[src/rtl/imem_loader_pkg.sv]
// Shared types and constants for the instruction-memory program loader.
// Holds the loader FSM encoding and the error codes reported on err_code.
package imem_loader_pkg;

  typedef enum logic [2:0] {
    S_LEN_LO = 3'd0,
    S_LEN_HI = 3'd1,
    S_DATA   = 3'd2,
    S_CSUM   = 3'd3,
    S_DONE   = 3'd4,
    S_ERROR  = 3'd5
  } state_t;

  localparam logic [1:0] ERR_NONE = 2'b00;
  localparam logic [1:0] ERR_LEN  = 2'b01;
  localparam logic [1:0] ERR_CSUM = 2'b10;

  localparam int WORD_BYTES = 4;

endpackage

[src/rtl/imem_loader_if.sv]
// Byte-stream input and instruction-memory write bus of the loader.
// The loader is the slave side; the host/memory environment is the master side.
interface imem_loader_if #(
  parameter int ADDR_W = 10
);
  import imem_loader_pkg::*;

  logic [7:0]        rx_data;
  logic              rx_valid;
  logic              rx_ready;
  logic              mem_we;
  logic [ADDR_W-1:0] mem_addr;
  logic [31:0]       mem_wdata;

  modport master (
    output rx_data, rx_valid,
    input  rx_ready, mem_we, mem_addr, mem_wdata
  );

  modport slave (
    input  rx_data, rx_valid,
    output rx_ready, mem_we, mem_addr, mem_wdata
  );

endinterface

[src/rtl/imem_loader_byte_word_packer.sv]
// Little-endian byte-to-word packer: the first byte shifted in lands in bits [7:0].
// word/word_done are valid combinationally in the cycle the final byte is shifted.
module byte_word_packer
  import imem_loader_pkg::*;
(
  input  logic        clk,
  input  logic        rst,
  input  logic        clear,
  input  logic        shift,
  input  logic [7:0]  data,
  output logic        word_done,
  output logic [31:0] word
);

  logic [1:0]  cnt;
  logic [23:0] sr;

  always_ff @(posedge clk or posedge rst) begin
    if (rst) begin
      cnt <= 2'd0;
    end else if (clear) begin
      cnt <= 2'd0;
    end else if (shift) begin
      cnt <= cnt + 2'd1;
    end
  end

  // Data path carries no reset: only the byte count decides what is valid.
  always_ff @(posedge clk) begin
    if (shift) begin
      sr <= {data, sr[23:8]};
    end
  end

  assign word_done = shift && (cnt == 2'(WORD_BYTES - 1));
  assign word      = {data, sr};

endmodule

[src/rtl/imem_loader.sv]
// Program loader: parses a length/data/XOR-checksum byte frame, writes packed words
// to instruction memory at consecutive word addresses, and holds the CPU until a clean load.
module imem_loader
  import imem_loader_pkg::*;
#(
  parameter int DEPTH  = 1024,
  parameter int ADDR_W = 10
) (
  input  logic          clk,
  input  logic          rst,
  imem_loader_if.slave  bus,
  input  logic          restart,
  output logic          cpu_hold,
  output logic          load_done,
  output logic          load_error,
  output logic [1:0]    err_code
);

  localparam logic [16:0] DEPTH_L = 17'(DEPTH);

  state_t            state, state_next;
  logic [7:0]        len_lo;
  logic [15:0]       len;
  logic [7:0]        csum;
  logic [ADDR_W:0]   wcnt;
  logic [1:0]        err_q;

  logic              accept;
  logic [15:0]       len_hdr;
  logic [15:0]       wnext;
  logic              pack_shift;
  logic              pack_clear;
  logic              do_restart;
  logic              word_done;
  logic [31:0]       word;

  logic              we_p1;
  logic [ADDR_W-1:0] addr_p1;
  logic [31:0]       wdata_p1;

  assign bus.rx_ready = (state == S_LEN_LO) || (state == S_LEN_HI) ||
                        (state == S_DATA)   || (state == S_CSUM);
  assign accept  = bus.rx_valid && bus.rx_ready;
  assign len_hdr = {bus.rx_data, len_lo};
  assign wnext   = 16'(wcnt) + 16'd1;

  byte_word_packer u_packer (
    .clk       (clk),
    .rst       (rst),
    .clear     (pack_clear),
    .shift     (pack_shift),
    .data      (bus.rx_data),
    .word_done (word_done),
    .word      (word)
  );

  always_comb begin
    state_next = state;
    pack_shift = 1'b0;
    pack_clear = 1'b0;
    do_restart = 1'b0;
    case (state)
      S_LEN_LO: if (accept) state_next = S_LEN_HI;
      S_LEN_HI: begin
        if (accept) begin
          if (17'(len_hdr) > DEPTH_L) state_next = S_ERROR;
          else if (len_hdr == 16'd0)  state_next = S_CSUM;
          else                        state_next = S_DATA;
        end
      end
      S_DATA: begin
        if (accept) begin
          pack_shift = 1'b1;
          if (word_done && (wnext == len)) state_next = S_CSUM;
        end
      end
      S_CSUM: begin
        if (accept) state_next = (bus.rx_data == csum) ? S_DONE : S_ERROR;
      end
      S_DONE, S_ERROR: begin
        if (restart) begin
          state_next = S_LEN_LO;
          pack_clear = 1'b1;
          do_restart = 1'b1;
        end
      end
      default: state_next = S_LEN_LO;
    endcase
  end

  always_ff @(posedge clk or posedge rst) begin
    if (rst) begin
      state  <= S_LEN_LO;
      len_lo <= 8'd0;
      len    <= 16'd0;
      csum   <= 8'd0;
      wcnt   <= '0;
      err_q  <= ERR_NONE;
    end else begin
      state <= state_next;
      if (accept && (state != S_CSUM)) csum <= csum ^ bus.rx_data;
      if (accept && (state == S_LEN_LO)) len_lo <= bus.rx_data;
      if (accept && (state == S_LEN_HI)) begin
        len <= len_hdr;
        if (17'(len_hdr) > DEPTH_L) err_q <= ERR_LEN;
      end
      if (accept && (state == S_CSUM) && (bus.rx_data != csum)) err_q <= ERR_CSUM;
      if (word_done) wcnt <= wcnt + {{ADDR_W{1'b0}}, 1'b1};
      if (do_restart) begin
        csum  <= 8'd0;
        wcnt  <= '0;
        err_q <= ERR_NONE;
      end
    end
  end

  // Stage p1: registered memory write, one cycle after the word's final byte.
  always_ff @(posedge clk or posedge rst) begin
    if (rst) begin
      we_p1    <= 1'b0;
      addr_p1  <= '0;
      wdata_p1 <= 32'd0;
    end else begin
      we_p1 <= word_done;
      if (word_done) begin
        addr_p1  <= wcnt[ADDR_W-1:0];
        wdata_p1 <= word;
      end
    end
  end

  assign bus.mem_we    = we_p1;
  assign bus.mem_addr  = addr_p1;
  assign bus.mem_wdata = wdata_p1;

  assign load_done  = (state == S_DONE);
  assign load_error = (state == S_ERROR);
  assign cpu_hold   = (state != S_DONE);
  assign err_code   = err_q;

endmodule

[src/flat_wrapper.sv]
// flat-port wrapper written by rule: the top's interface ports become plain ports
module imem_loader_flat import imem_loader_pkg::*;
#(
  parameter int DEPTH  = 1024,
  parameter int ADDR_W = 10
)
  (clk, rst, restart, cpu_hold, load_done, load_error, err_code, bus_rx_data, bus_rx_valid, bus_rx_ready, bus_mem_we, bus_mem_addr, bus_mem_wdata);
  imem_loader_if #(.ADDR_W(ADDR_W)) bus_i ();
  input  logic clk;
  input  logic rst;
  input  logic restart;
  output logic cpu_hold;
  output logic load_done;
  output logic load_error;
  output logic [1:0] err_code;
  input wire logic [$bits(bus_i.rx_data)-1:0] bus_rx_data;
  input wire logic [$bits(bus_i.rx_valid)-1:0] bus_rx_valid;
  output wire logic [$bits(bus_i.rx_ready)-1:0] bus_rx_ready;
  output wire logic [$bits(bus_i.mem_we)-1:0] bus_mem_we;
  output wire logic [$bits(bus_i.mem_addr)-1:0] bus_mem_addr;
  output wire logic [$bits(bus_i.mem_wdata)-1:0] bus_mem_wdata;
  assign bus_i.rx_data = bus_rx_data;
  assign bus_i.rx_valid = bus_rx_valid;
  assign bus_rx_ready = bus_i.rx_ready;
  assign bus_mem_we = bus_i.mem_we;
  assign bus_mem_addr = bus_i.mem_addr;
  assign bus_mem_wdata = bus_i.mem_wdata;
  imem_loader #(.DEPTH(DEPTH), .ADDR_W(ADDR_W)) u_core (.clk(clk), .rst(rst), .bus(bus_i), .restart(restart), .cpu_hold(cpu_hold), .load_done(load_done), .load_error(load_error), .err_code(err_code));
endmodule
[config.mk]
export PLATFORM = sky130hd
export DESIGN_NAME = imem_loader_flat
export DESIGN_NICKNAME = d
export VERILOG_FILES = /design/src/rtl/imem_loader_pkg.sv /design/src/rtl/imem_loader_if.sv /design/src/rtl/imem_loader_byte_word_packer.sv /design/src/rtl/imem_loader.sv /design/src/flat_wrapper.sv
export SDC_FILE = /design/constraint.sdc
export NUM_CORES = 1
export LEC_CHECK = 0
export CORE_MARGIN = 3
export CORE_UTILIZATION = 45
export CTS_CLUSTER_DIAMETER = 40
export DETAILED_ROUTE_END_ITERATION = 16
export HOLD_SLACK_MARGIN = 0.02
export PLACE_DENSITY_LB_ADDON = 0.12
export SYNTH_ARGS = -nofsm -noshare
export SYNTH_HDL_FRONTEND = slang
export SYNTH_SLANG_ARGS = --single-unit
[constraint.sdc]
create_clock -name clk -period 3.6 [get_ports clk]
set_input_delay 0.54 -clock clk [delete_from_list [all_inputs] [get_ports clk]]
set_output_delay 0.54 -clock clk [all_outputs]
set_load 0.02 [all_outputs]
==> results.md <==
* Setup violators final at 0
* Comb power frac at between 15 and 20%
* Max-Cap Viols at 0
* IO buf count at 60
* Synth-to-Final Area Change at 24.7%
* Yosys reg bits at 117
* CTS root buf: clkbuf_8
* Placed insts at 652
* Worst endpoint required time at 3.06 ns
* Starting DRT DRC Count at 147
* Yosys warning count at 0
* DRC at 0
* First-pass GRT wire length at 17700 µm
* Worst skew pair latency at about 0.52 ns
* Setup TNS at 0 ns
* Die Span Y at 112 µm
* CTS H-tree depth at 4
* Num Clock Sinks at 117
* Slowest CP cell: clkdlybuf4s50_1
* Tightest Pin Transition at 0.872 ns
* Critical-path cell list: nor2b_1 -> and2_1 -> clkdlybuf4s50_1
* Count of cell types in the netlist at 54
* RSZ-0062 raised after global routing: false
* Starting Density at 46.3%
* Total Routing Usage GR at 18.2%
* Largest net degree at the start of global routing at 57
* CTS Buffer Depth at 2
* Async set-reset flop share out of synthesis at about four fifths
* Design Area, Final at approximately 0.0063 mm²
* Clock power share at between 30% and 40%
* Critical Path End Type: output pin
* Routability Congestion at 0.853
* Syn_nets at a little under 500
* Slew Limit Fails at 0
* Crit-path max cell delay at 0.60 ns
* Setup repair bufs after CTS at 0
* Max_slew headroom at 41.7%
* Sw frac at 27.6%
* Width of the die at roughly 110 µm
* Post-CTS resize count at 0
* Worst-path maximum fanout at 11
* Hold buffers post-CTS at 0
* Hold Vio Cnt, Final at 0
* Site row count at 38
* Synth Cell Area at between 0.005 and 0.006 mm²
* Die area at 0.0125 mm²
* Remaining Overflow, GRT at 0
* Post-synth EDFFs at 24
* Sequential Power Share at 43.9%
* WL final at 10600 µm
* Diodes inserted at 0
* Pint at 0.00288 W
* Vias at 3482
* Syn avg cell area at 10.7 µm²
* Top achievable clock speed at 368 MHz
* Crit path DAT at 2.18 ns
* DR vias/cell at 5.09
* Crit path launch type: register
* Static Leak at 2.75 nW
* Outcome: completed
* Placed Area at 0.00575 mm²
* Antenna violations before repair at 0
* Register area share after synthesis at between 60% and 70%
* Share of cells above drive strength 1 at 13.4%
* Clock slew at reported path FFs at 0.06 ns
* # IOs at 61
* Hold Path Class: reg2reg
* Final nets at ~550
* P_sw at 0.00110 W
* Crit path kind: reg2out
* Crit path time final at 2.72 ns
* DR WL/cell at about 15 µm
* Fin cells at just under 700
* Tcrit/Tclk final at 75.5%
* Synth Flop Type: dfrtp_1
* Max IR drop VDD at 0.367 mV
* Number of global-route vias before repair at 3472
* Clock skew at 0.00916 ns
* Inserted Clock Buffers at 17
* DPL Wire Length at 7050 µm
* Core area at 0.0109 mm²
* Cell count after synthesis at 469
* Detailed Routing Iterations Pass 1 at 4
* CTS tree: done
* Antenna viol nets, final at 0
* P per Cell Area at approximately 630 mW/mm²
-- synth_stat cells (2+ instances only) --
cell      count  area (µm²)
nand2_1     161         604
dfrtp_1      93        2330
edfxtp_1     24         721
mux2_2       21         236
nor2_1       21        78.8
xnor2_1      21         184
buf_2        12        60.1
o21ai_0      12        60.1
xor2_1       11        96.3
a21oi_1       8        40.0
clkbuf_1      7        26.3
nand3_1       6        30.0
inv_1         5        18.8
o21ai_1       5        25.0
nor4_1        4        25.0
and3_4        3        33.8
mux2_1        3        33.8
nand2b_1      3        18.8
nor3_1        3        15.0
o31ai_1       3        22.5
a31oi_1       2        12.5
and2_1        2        12.5
and3_1        2        12.5
buf_1         2        7.51
buf_6         2        22.5
ha_1          2        25.0
nand4_1       2        12.5
nor2b_1       2        12.5
o31ai_2       2        25.0
-- through the flow --
stage / total power, W / util (%) / hold slack, ns / worst slack, ns
floorplan: 0.00229 / - / 0.415 / 0.640
global placement: 0.00247 / 52.8 / 0.429 / 0.939
detailed placement: 0.00249 / 52.8 / 0.434 / 0.976
CTS: 0.00402 / 57.7 / 0.446 / 0.855
global route: 0.00420 / 57.7 / 0.459 / 0.727
finish: 0.00398 / 57.7 / 0.442 / 0.883
-- routing by layer --
| metal | wire [µm] | track usage, % | share of wire (%) | vias up |
|---|---|---|---|---|
| met1 | 4940 | 25.1 | 47 | 1675 |
| met2 | 4800 | 27.6 | 45 | 99 |
| li1 | - | - | - | 1688 |
| met3 | 584 | 4.84 | 5.5 | 20 |
| met4 | 263 | 7.14 | 2.5 | 0 |
| met5 | 0 | 0 | 0 | - |
-- power by group through the flow --
| stage | Combinational (W) | Clock [W] | Sequential [W] |
|---|---|---|---|
| after floorplan | 0.000589 | 0 | 0.00170 |
| after global placement | 0.000709 | 0 | 0.00176 |
| after detailed placement | 0.000725 | 0 | 0.00177 |
| after CTS | 0.000734 | 0.00154 | 0.00175 |
| after global routing | 0.000807 | 0.00161 | 0.00178 |
| final | 0.000721 | 0.00151 | 0.00175 |
-- state kept, by name, indices dropped and copies added, names as in the netlist --
register	count
u_core.bus.mem_wdata	32
u_core.u_packer.sr	24
u_core.len	16
u_core.wcnt	11
u_core.bus.mem_addr	10
u_core.csum	8
u_core.len_lo	8
u_core.state	3
u_core.err_code	2
u_core.u_packer.cnt	2
u_core.bus.mem_we	1
-- path summary, 6_finish.rpt --
check / startpoint / to / slack, ns / cells past startpoint
max: u_core.state[2] / load_error / 0.88 / 3
min: u_core.u_packer.sr[1] / u_core.bus.mem_wdata[1] / 0.44 / 2
max reg2reg: u_core.wcnt[0] / u_core.state[0] / 1.46 / 7
min reg2reg: u_core.u_packer.sr[1] / u_core.bus.mem_wdata[1] / 0.44 / 2
max in group asynchronous: rst / u_core.bus.mem_wdata[16] / 2.38 / 3
min in group asynchronous: rst / u_core.bus.mem_addr[6] / 0.48 / 2
-- final cells by class --
class / instances / area, µm²
multi-input cells: 322 / 1850
repair buffers: 67 / 653
inverters: 6 / 23.8
clock inverters: 9 / 80.1
well taps: 140 / 175
clock buffers: 23 / 457
flip-flops and latches: 117 / 3050
fillers: 961 / 4600
-- critical path: cells and delay by family (launching register included) --
family	cells	cell delay, ns
buffers and inverters	1	0.60
flip-flops	1	0.59
AND/OR/NAND/NOR	2	0.47
-- cell usage in the layout, fill, tap and decap left out, types with 5 or more instances in the layout --
| master | n |
|---|---|
| nand2_1 | 160 |
| dfrtp_1 | 93 |
| clkdlybuf4s50_1 | 60 |
| edfxtp_1 | 24 |
| nor2_1 | 21 |
| xnor2_1 | 21 |
| mux2_2 | 21 |
| clkbuf_16 | 16 |
| o21ai_0 | 12 |
| xor2_1 | 11 |
| a21oi_1 | 8 |
| buf_4 | 7 |
| nand3_1 | 6 |
| o21ai_1 | 5 |
-- cells by family (layout without fill, tap and decap cells) --
kind of cell               count (synthesis)  count (layout)  share of synthesized area (%)
adders and majority gates                  2               2                          0.496
DFF                                      117             117                           60.5
buffers and inverters                     30             105                           2.90
xor gates and xnor gates                  32              32                           5.56
muxes                                     25              25                           5.56
AOI/OAI and AO/OA                         42              42                           5.44
and+or+nand+nor                          221             221                           19.6
Note: power is estimated with default switching activity, not from simulation.
